### src/rtl/spi_master_cfg_if.sv
// ---------------------------------------------------------------------------
// spi_master_cfg_if
// Bundle of the transfer handshake and SPI pin signals for spi_master_cfg.
//
// Signals
//   start    request a transfer (sequencer -> master)
//   tx_data  word to send, DATA_W bits (sequencer -> master)
//   busy     transfer in progress (master -> sequencer)
//   done     one-cycle completion pulse (master -> sequencer)
//   rx_data  received word, DATA_W bits (master -> sequencer)
//   SCL      serial clock (master -> slave)
//   SS       slave select, active-low (master -> slave)
//   MOSI     master out (master -> slave)
//   MISO     master in (slave -> master)
//
// Modports
//   master   view taken by the SPI master block
//   slave    view taken by whatever drives start/tx_data/MISO
// ---------------------------------------------------------------------------
interface spi_master_cfg_if #(
    parameter int DATA_W = 8
);
    logic              start;
    logic [DATA_W-1:0] tx_data;
    logic              busy;
    logic              done;
    logic [DATA_W-1:0] rx_data;
    logic              SCL;
    logic              SS;
    logic              MOSI;
    logic              MISO;

    modport master (
        input  start,
        input  tx_data,
        input  MISO,
        output busy,
        output done,
        output rx_data,
        output SCL,
        output SS,
        output MOSI
    );

    modport slave (
        output start,
        output tx_data,
        output MISO,
        input  busy,
        input  done,
        input  rx_data,
        input  SCL,
        input  SS,
        input  MOSI
    );
endinterface

### src/rtl/spi_master_cfg.sv
// ---------------------------------------------------------------------------
// spi_master_cfg
// SPI master moving one DATA_W-bit word full-duplex per accepted start
// request, with programmable SCL rate, CPOL/CPHA mode and SS lead/lag
// timing. A start/busy/done handshake lets an on-chip sequencer issue
// repeated transfers.
//
// Ports
//   clk   in  system clock
//   rst   in  asynchronous reset, active-low
//   bus   spi_master_cfg_if.master:
//         start/tx_data in, busy/done/rx_data out,
//         SCL/SS/MOSI out, MISO in (MISO is used directly, not resynchronised;
//         it is synchronous to SCL, which this block generates)
//
// Parameters
//   DATA_W   bits per transfer (>=1)
//   CLK_DIV  clk cycles per SCL half-period (>=2)
//   CPOL     SCL idle level
//   CPHA     0: sample on leading edge, 1: sample on trailing edge
//   SS_LEAD  half-periods of SS-low lead-in before XFER (>=1)
//   SS_LAG   half-periods from the last SCL edge to SS rising (>=1)
//
// Build option
//   SPI_LSB_FIRST_EN  when defined, tx_data[0] is shifted out first and the
//                     first received bit lands in rx_data[0]. Otherwise the
//                     transfer is MSB first. Timing is the same in both.
//
// State table
//   state  | meaning
//   S_IDLE | waiting for start, SS high, SCL at CPOL, half-period timer held
//   S_LEAD | SS low, SCL idle, SS_LEAD half-periods before the first edge
//   S_XFER | SCL toggles on every half-period tick, 2*DATA_W edges in total
//   S_LAG  | SCL back at CPOL, MOSI low, SS rises on the last LAG tick
//   S_GAP  | SS high for one half-period of minimum deselect, then done
// ---------------------------------------------------------------------------
module spi_master_cfg #(
    parameter int DATA_W  = 8,
    parameter int CLK_DIV = 100,
    parameter bit CPOL    = 1'b0,
    parameter bit CPHA    = 1'b1,
    parameter int SS_LEAD = 1,
    parameter int SS_LAG  = 1
) (
    input  logic             clk,
    input  logic             rst,
    spi_master_cfg_if.master bus
);

    localparam int CNT_W  = $clog2(CLK_DIV);
    localparam int EDGE_W = $clog2(2 * DATA_W + 1);
    localparam int PH_MAX = (SS_LEAD > SS_LAG) ? SS_LEAD : SS_LAG;
    localparam int PH_W   = (PH_MAX > 1) ? $clog2(PH_MAX) : 1;

    localparam logic [CNT_W-1:0]  CNT_LAST  = CNT_W'(CLK_DIV - 1);
    localparam logic [EDGE_W-1:0] EDGE_LAST = EDGE_W'(2 * DATA_W - 1);
    localparam logic [PH_W-1:0]   LEAD_LAST = PH_W'(SS_LEAD - 1);
    localparam logic [PH_W-1:0]   LAG_LAST  = PH_W'(SS_LAG - 1);

    typedef enum logic [2:0] {
        S_IDLE,
        S_LEAD,
        S_XFER,
        S_LAG,
        S_GAP
    } state_t;

    state_t              r_state;
    logic [CNT_W-1:0]    r_cnt;
    logic [EDGE_W-1:0]   r_edge;
    logic [PH_W-1:0]     r_ph;
    logic [DATA_W-1:0]   r_tx_sr;
    logic [DATA_W-1:0]   r_rx_sr;
    logic [DATA_W-1:0]   r_rx_data;
    logic                r_scl;
    logic                r_ss;
    logic                r_mosi;
    logic                r_busy;
    logic                r_done;

    logic                w_tick;
    logic                w_leading;
    logic                w_last_edge;
    logic                w_sample_edge;

    // Bit-order helpers: the only place the two builds differ.
    function automatic logic f_first(input logic [DATA_W-1:0] v);
`ifdef SPI_LSB_FIRST_EN
        return v[0];
`else
        return v[DATA_W-1];
`endif
    endfunction

    function automatic logic [DATA_W-1:0] f_shift_out(input logic [DATA_W-1:0] v);
`ifdef SPI_LSB_FIRST_EN
        return v >> 1;
`else
        return v << 1;
`endif
    endfunction

    function automatic logic [DATA_W-1:0] f_shift_in(input logic [DATA_W-1:0] v,
                                                     input logic              b);
        logic [DATA_W-1:0] res;
`ifdef SPI_LSB_FIRST_EN
        res             = v >> 1;
        res[DATA_W-1]   = b;
`else
        res             = v << 1;
        res[0]          = b;
`endif
        return res;
    endfunction

    assign w_tick        = (r_cnt == CNT_LAST);
    // Edges are numbered from zero, so even-numbered edges leave CPOL.
    assign w_leading     = ~r_edge[0];
    assign w_last_edge   = (r_edge == EDGE_LAST);
    assign w_sample_edge = (w_leading == !CPHA);

    assign bus.busy    = r_busy;
    assign bus.done    = r_done;
    assign bus.rx_data = r_rx_data;
    assign bus.SCL     = r_scl;
    assign bus.SS      = r_ss;
    assign bus.MOSI    = r_mosi;

    always_ff @(posedge clk or negedge rst) begin
        if (!rst) begin
            r_state   <= S_IDLE;
            r_cnt     <= '0;
            r_edge    <= '0;
            r_ph      <= '0;
            r_tx_sr   <= '0;
            r_rx_sr   <= '0;
            r_rx_data <= '0;
            r_scl     <= CPOL;
            r_ss      <= 1'b1;
            r_mosi    <= 1'b0;
            r_busy    <= 1'b0;
            r_done    <= 1'b0;
        end else begin
            r_done <= 1'b0;

            // Half-period timer is held at zero in IDLE so it starts clean
            // on LEAD entry.
            if (r_state == S_IDLE || w_tick) begin
                r_cnt <= '0;
            end else begin
                r_cnt <= r_cnt + 1'b1;
            end

            case (r_state)
                S_IDLE: begin
                    if (bus.start) begin
                        r_state <= S_LEAD;
                        r_busy  <= 1'b1;
                        r_ss    <= 1'b0;
                        r_ph    <= '0;
                        r_edge  <= '0;
                        r_rx_sr <= '0;
                        if (!CPHA) begin
                            // Mode 0/2: first bit must be valid before the
                            // leading edge samples it.
                            r_mosi  <= f_first(bus.tx_data);
                            r_tx_sr <= f_shift_out(bus.tx_data);
                        end else begin
                            r_mosi  <= 1'b0;
                            r_tx_sr <= bus.tx_data;
                        end
                    end
                end

                S_LEAD: begin
                    if (w_tick) begin
                        if (r_ph == LEAD_LAST) begin
                            r_state <= S_XFER;
                            r_ph    <= '0;
                        end else begin
                            r_ph <= r_ph + 1'b1;
                        end
                    end
                end

                S_XFER: begin
                    if (w_tick) begin
                        r_scl  <= ~r_scl;
                        r_edge <= r_edge + 1'b1;
                        if (w_sample_edge) begin
                            r_rx_sr <= f_shift_in(r_rx_sr, bus.MISO);
                        end else if (!w_last_edge) begin
                            // CPHA=0 drives on trailing edges, CPHA=1 on
                            // leading; the final edge never drives a bit.
                            r_mosi  <= f_first(r_tx_sr);
                            r_tx_sr <= f_shift_out(r_tx_sr);
                        end
                        if (w_last_edge) begin
                            r_state <= S_LAG;
                            r_mosi  <= 1'b0;
                        end
                    end
                end

                S_LAG: begin
                    if (w_tick) begin
                        if (r_ph == LAG_LAST) begin
                            r_ss    <= 1'b1;
                            r_state <= S_GAP;
                            r_ph    <= '0;
                        end else begin
                            r_ph <= r_ph + 1'b1;
                        end
                    end
                end

                S_GAP: begin
                    if (w_tick) begin
                        r_done    <= 1'b1;
                        r_busy    <= 1'b0;
                        r_rx_data <= r_rx_sr;
                        r_state   <= S_IDLE;
                    end
                end

                default: begin
                    r_state <= S_IDLE;
                end
            endcase
        end
    end

endmodule

### src/flat_wrapper.sv
// flat-port wrapper written by rule: the top's interface ports become plain ports
module spi_master_cfg_flat 
#(
    parameter int DATA_W  = 8,
    parameter int CLK_DIV = 100,
    parameter bit CPOL    = 1'b0,
    parameter bit CPHA    = 1'b1,
    parameter int SS_LEAD = 1,
    parameter int SS_LAG  = 1
)
  (clk, rst, bus_start, bus_tx_data, bus_MISO, bus_busy, bus_done, bus_rx_data, bus_SCL, bus_SS, bus_MOSI);
  spi_master_cfg_if #(.DATA_W(DATA_W)) bus_i ();
  input  logic clk;
  input  logic rst;
  input wire logic [$bits(bus_i.start)-1:0] bus_start;
  input wire logic [$bits(bus_i.tx_data)-1:0] bus_tx_data;
  input wire logic [$bits(bus_i.MISO)-1:0] bus_MISO;
  output wire logic [$bits(bus_i.busy)-1:0] bus_busy;
  output wire logic [$bits(bus_i.done)-1:0] bus_done;
  output wire logic [$bits(bus_i.rx_data)-1:0] bus_rx_data;
  output wire logic [$bits(bus_i.SCL)-1:0] bus_SCL;
  output wire logic [$bits(bus_i.SS)-1:0] bus_SS;
  output wire logic [$bits(bus_i.MOSI)-1:0] bus_MOSI;
  assign bus_i.start = bus_start;
  assign bus_i.tx_data = bus_tx_data;
  assign bus_i.MISO = bus_MISO;
  assign bus_busy = bus_i.busy;
  assign bus_done = bus_i.done;
  assign bus_rx_data = bus_i.rx_data;
  assign bus_SCL = bus_i.SCL;
  assign bus_SS = bus_i.SS;
  assign bus_MOSI = bus_i.MOSI;
  spi_master_cfg #(.DATA_W(DATA_W), .CLK_DIV(CLK_DIV), .CPOL(CPOL), .CPHA(CPHA), .SS_LEAD(SS_LEAD), .SS_LAG(SS_LAG)) u_core (.clk(clk), .rst(rst), .bus(bus_i));
endmodule
### config.mk
export PLATFORM = sky130hd
export DESIGN_NAME = spi_master_cfg_flat
export DESIGN_NICKNAME = d
export VERILOG_FILES = /design/src/rtl/spi_master_cfg_if.sv /design/src/rtl/spi_master_cfg.sv /design/src/flat_wrapper.sv
export SDC_FILE = /design/constraint.sdc
export NUM_CORES = 1
export LEC_CHECK = 0
export BUFFER_PORTS_ARGS = -buffer_cell sky130_fd_sc_hd__buf_2
export CAP_MARGIN = 15
export CORE_UTILIZATION = 50
export DETAILED_ROUTE_END_ITERATION = 7
export PLACE_DENSITY = 0.75
export SLEW_MARGIN = 20
export SYNTH_ARGS = -nofsm -noshare
export SYNTH_HDL_FRONTEND = slang
export SYNTH_SLANG_ARGS = --single-unit
### constraint.sdc
create_clock -name clk -period 2.7 [get_ports clk]
set_input_delay 0.135 -clock clk [delete_from_list [all_inputs] [get_ports clk]]
set_output_delay 0.135 -clock clk [all_outputs]
set_load 0.005 [all_outputs]
# After elaboration in Yosys (flattened, before gate mapping)

Cells that the tools add are included.

Eq/ne operators: 19
Reduce and logical (&&, ||, !) cells: 17
$add $sub $neg: 3
Bitwise operators: 1
Muxes and demuxes: 38

Operator list:

| operator              | number |
|---|---|
| $mux W8               | 7 |
| $pmux W8 S2           | 2 |
| $mux W3               | 8 |
| $pmux W3 S5           | 1 |
| $ne A2 B1 Y1 const B  | 7 |
| $mux W1               | 12 |
| $reduce_and A4 Y1     | 3 |
| $mux W5               | 2 |
| $ne A2 B2 Y1 const B  | 5 |
| $pmux W5 S2           | 1 |
| $reduce_and A3 Y1     | 3 |
| $pmux W1 S2           | 4 |
| $reduce_and A8 Y1     | 1 |
| $reduce_bool A2 Y1    | 4 |
| $add A7 B1 Y7 const B | 1 |
| $eq A7 B7 Y1 const B  | 1 |
| $mux W7               | 1 |
| $eq A3 B2 Y1 const B  | 2 |
| $add A5 B1 Y5 const B | 1 |
| $eq A5 B4 Y1 const B  | 1 |
| $reduce_and A5 Y1     | 1 |
| $reduce_and A2 Y1     | 2 |
| $eq A3 B1 Y1 const B  | 1 |
| $eq A3 B3 Y1 const B  | 1 |
| other kinds (6)       | 6 |

Output and inout bits: 13
Flip-flop bits (word level): 45
Word-level logic and storage cells: 90
Input bits: 12

# Depth between registers and ports, before layout

Depth in word-level cells: 5
Depth in mapped cells: 7
Depth with buffers taken out: 7

# Worst setup path before layout

Ideal clock, no wire load.

Kind: reg2reg
From: reg u_core.r_edge[0]
To: reg u_core.r_tx_sr[1]
Buffers on the path: 0
Stages on the path, launching flop included: 8
Setup time: 0.125 ns
Path slack: 0.713 ns
Required time: 2.575 ns
Arrival time: 1.862 ns
Cell sequence: dfrtp_1 -> ha_1 -> and3_1 -> ha_1 -> nor2_1 -> a21oi_1 -> nor4_4 -> mux2_2

Longest elaborated chain between the ends: 3
Elaborated cells between the ends (all ways): 4

Ends and longest elaborated chain:

| item                                   | line                  | RTL |
|---|---|---|
| start: declaration                     | spi_master_cfg.sv:70  | `logic [EDGE_W-1:0] r_edge;` |
| start signal: assignment               | spi_master_cfg.sv:189 | `r_edge <= r_edge + 1'b1;` |
| $eq A5 B4 Y1                           | spi_master_cfg.sv:119 | `assign w_last_edge = (r_edge == EDGE_LAST);` |
| $ne A2 B2 Y1 (no source line)          | n/a                   |  |
| $reduce_and A5 Y1 (no source line) (*) | n/a                   |  |
| end signal: assignment                 | spi_master_cfg.sv:167 | `r_tx_sr <= f_shift_out(bus.tx_data);` |
| end signal: assignment                 | spi_master_cfg.sv:170 | `r_tx_sr <= bus.tx_data;` |
| end signal: assignment                 | spi_master_cfg.sv:196 | `r_tx_sr <= f_shift_out(r_tx_sr);` |
| end: declaration                       | spi_master_cfg.sv:72  | `logic [DATA_W-1:0] r_tx_sr;` |

Mark *: on every way between the ends. The rest lies on a longest branch, timed or not.
A chain may end at the register's enable or synchronous reset.

# Final worst setup path

From: reg u_core.r_state[2]
To: reg u_core.r_tx_sr[7]

Longest elaborated chain between the ends: 3
Elaborated cells between the ends (all ways): 9

Ends and longest elaborated chain:

| item                                                        | line                  | RTL |
|---|---|---|
| start: declaration                                          | spi_master_cfg.sv:68  | `state_t r_state;` |
| start signal: assignment                                    | spi_master_cfg.sv:131 | `r_state <= S_IDLE;` |
| start signal: assignment                                    | spi_master_cfg.sv:157 | `r_state <= S_LEAD;` |
| start signal: assignment                                    | spi_master_cfg.sv:178 | `r_state <= S_XFER;` |
| $eq A3 B2 Y1 or $logic_not A3 Y1 (tied branches)            | spi_master_cfg.sv:154 | `case (r_state)` |
| $ne A2 B2 Y1 (no source line), or another cell as far along | n/a                   |  |
| $reduce_and A5 Y1 (no source line)                          | n/a                   |  |

Several ways; a longest one is shown, not always the timed one.

==> impl_metrics.env <==
export IMPL_worstMarginPinSlew_ns=0.963
export IMPL_vias=1464
export IMPL_insertedDiodeCount=0
export IMPL_die_h_um=66.2
export IMPL_cp_required_ns=2.88
export IMPL_grt_pass1_wl_um=6260
export IMPL_netlist_area_um2=2060
export IMPL_hold_viol=30
export IMPL_fin_tns_setup_ns=0
export IMPL_drive_gt1_frac=0.260
export IMPL_nNetsFinal=237
export IMPL_avgSynthCellArea_um2=10.5
export IMPL_grt_pass1_vias=1388
export IMPL_p_comb_frac=0.141
export IMPL_io_pins=25
export IMPL_grt_antenna_before_repair=0
export IMPL_worstSkewPairLatency_ns=0.29
export IMPL_totalWireLength_um=3470
export IMPL_min_period_ns=2.22
export IMPL_final_antenna_net_count=0
export IMPL_drc=0
export IMPL_yosys_top_cells_area="dfrtp_1, mux2_2, nand2_1, a2bb2oi_1, o21ai_0"
export IMPL_drt_pass1_iterations=4
export IMPL_cp_arrival_ns=2.41
export IMPL_cp_start_kind="flop"
export IMPL_setup_slack_ns=0.477
export IMPL_p_seq_frac=0.567
export IMPL_hold_class="in2async"
export IMPL_yosysWarningCount=0
export IMPL_maxSlewHeadroom=0.358
export IMPL_drv_cap=0
export IMPL_cts_root_buf="clkbuf_8"
export IMPL_numPortBuffers=24
export IMPL_fmax_ghz=0.450
export IMPL_hpwlAfterDp_um=2390
export IMPL_cp_end_kind="flop"
export IMPL_swShare=0.271
export IMPL_cts_tree="done"
export IMPL_clock_sinks=44
export IMPL_numCtsBuffers=5
export IMPL_worstSetupPathType="reg2reg"
export IMPL_htreeDepth=2
export IMPL_clkTransAtPathRegs_ns=0.08
export IMPL_r2r_cells=4
export IMPL_grt_max_degree=45
export IMPL_ys_types=37
export IMPL_rows=22
export IMPL_place_congestion=0.765
export IMPL_track_usage=0.195
export IMPL_p_int_mw=1.04
export IMPL_power_switching_mw=0.387
export IMPL_yosys_area_top_type="dfrtp_1"
export IMPL_wire_per_inst_um=12.8
export IMPL_vias_per_cell=5.40
export IMPL_chipWidth_um=66.2
export IMPL_violations="hold timing"
export IMPL_ir_drop_uv=409
export IMPL_rsz0062_at_grt="false"
export IMPL_crit_fanout=10
export IMPL_cellPowerDensity_nw_per_um2=619
export IMPL_status="finished, violations left"
export IMPL_clockBufferDepth=2
export IMPL_cts_hold_buf=0
export IMPL_place_ws_ns=0.468
export IMPL_start_util=0.542
export IMPL_overflow=0
export IMPL_holdWs_ns=-0.00784
export IMPL_synth_cells=197
export IMPL_die_area_um2=4380
export IMPL_drv_slew=0
export IMPL_skew_ns=0.00292
export IMPL_fillers=332
export IMPL_cts_resized=0
export IMPL_syn_nets=212
export IMPL_clkPwrFrac=0.291
export IMPL_fin_crit_sh=0.823
export IMPL_cts_setup_buffers=0
export IMPL_finalSetupViolCount=0
export IMPL_core_um2=3800
export IMPL_yosys_area_top_type_share=0.522
export IMPL_synth_seq_cells=44
export IMPL_drt_iter0_drc=90
export IMPL_yosysSeqAreaShare=0.535
export IMPL_power_leakage_nw=1.11
export IMPL_syn2layout_area_growth_pct=12.1
-- metrics by stage --
step	power (mW)	area [µm²]	hold WS [ns]	cells	utilization
2_1_floorplan	0.971	2060	-0.161	197	-
3_3_place_gp	1.02	2220	0.334	263	0.583
3_5_place_dp	1.03	2220	0.338	263	0.583
4_1_cts	1.45	2310	0.0118	271	0.608
5_1_grt	1.52	2310	0.0729	271	0.608
6_report	1.43	2310	-0.00784	271	0.608
-- state kept, by name, indices dropped and copies added, names as in the netlist, 3 cells and up --
| name | count |
|---|---|
| u_core.bus.rx_data | 8 |
| u_core.r_rx_sr | 8 |
| u_core.r_tx_sr | 8 |
| u_core.r_cnt | 7 |
| u_core.r_edge | 5 |
| u_core.r_state | 3 |
-- layer usage --
| metal | part of all wire | track usage | vias up |
|---|---|---|---|
| met5 | 0 | 0 | - |
| met4 | 0.018 | 0.0798 | 0 |
| met3 | 0.036 | 0.0466 | 7 |
| met2 | 0.46 | 0.315 | 28 |
| met1 | 0.49 | 0.249 | 700 |
| li1 | - | - | 729 |
-- cells in the final DEF, fill, tap and decap left out, drive strengths merged --
cell,Yosys,layout
a31oi,1,1
or2,1,1
nand3,6,6
clkinv,1,3
buf,3,27
dfstp,1,1
a21oi,4,4
a221o,1,1
ha,3,3
xor2,3,3
nand4b,1,1
and2,1,1
xnor2,4,4
a2bb2oi,8,8
nor3,2,2
nor3b,2,2
nor2,12,12
and3,3,3
nor4,1,1
o21ai,14,14
and4bb,1,1
clkbuf,6,6
a311oi,1,1
a21o,2,2
a32o,1,1
nor4b,1,1
inv,5,5
or3,1,1
mux2,15,15
nand3b,1,1
or3b,2,2
nand2,44,44
nor2b,2,2
dfrtp,43,43
-- power by group through the flow --
stage	Sequential (mW)	Clock (mW)	Combinational (mW)
floorplan	0.793	0	0.178
global placement	0.816	0	0.199
detailed placement	0.822	0	0.206
CTS	0.810	0.431	0.205
global route	0.823	0.460	0.234
finish	0.811	0.416	0.202
-- critical path, stage by stage (launching register included) --
cell and delay, ns:
dfrtp_1 0.51, nor4b_4 0.50, a21oi_2 0.18, nor4_4 0.52, mux2_2 0.40
-- cell usage after synthesis (all sizes together) --
| library cell | number |
|---|---|
| dfstp | 1 |
| a2bb2oi | 8 |
| a21o | 2 |
| clkinv | 1 |
| a21oi | 4 |
| a32o | 1 |
| and4bb | 1 |
| mux2 | 15 |
| xor2 | 3 |
| clkbuf | 6 |
| nand3b | 1 |
| a311oi | 1 |
| nor3 | 2 |
| buf | 3 |
| and2 | 1 |
| inv | 5 |
| nand2 | 44 |
| or2 | 1 |
| nor2b | 2 |
| nor4 | 1 |
| o21ai | 14 |
| ha | 3 |
| a31oi | 1 |
| or3b | 2 |
| a221o | 1 |
| nor4b | 1 |
| nand3 | 6 |
| nand4b | 1 |
| dfrtp | 43 |
| nor2 | 12 |
| or3 | 1 |
| xnor2 | 4 |
| and3 | 3 |
| nor3b | 2 |
-- kinds of logic after synthesis --
family,synth area share
AO/OA/AOI/OAI,0.104
XOR/XNOR,0.0298
adder cells (fa/ha/maj),0.0182
buffers and inverters,0.0334
flip-flops,0.535
multiplexers,0.0820
AND/OR/NAND/NOR,0.197
-- worst paths after layout --
path,startpoint,endpoint,slack [ns]
max,u_core.r_state[2],u_core.r_tx_sr[7],0.48
min,rst,u_core.bus.rx_data[3],-0.008
min reg2reg,u_core.r_cnt[0],u_core.r_cnt[0],0.46
max in group asynchronous,rst,u_core.r_tx_sr[0],2.12
max reg2reg,u_core.r_state[2],u_core.r_tx_sr[7],0.48
min in group clk,bus_tx_data[0],u_core.r_tx_sr[0],0.06
-- cell type report --
class | count | area (µm²) | area share
well taps | 48 | 60.1 | 0.0260
inverters | 6 | 22.5 | 0.00976
clock inverters | 2 | 10.0 | 0.00434
multi-input cells | 138 | 888 | 0.385
repair buffers | 27 | 143 | 0.0618
flip-flops and latches | 44 | 1100 | 0.478
clock buffers | 6 | 82.6 | 0.0358
No activity file was read; power rests on OpenSTA's default activity.
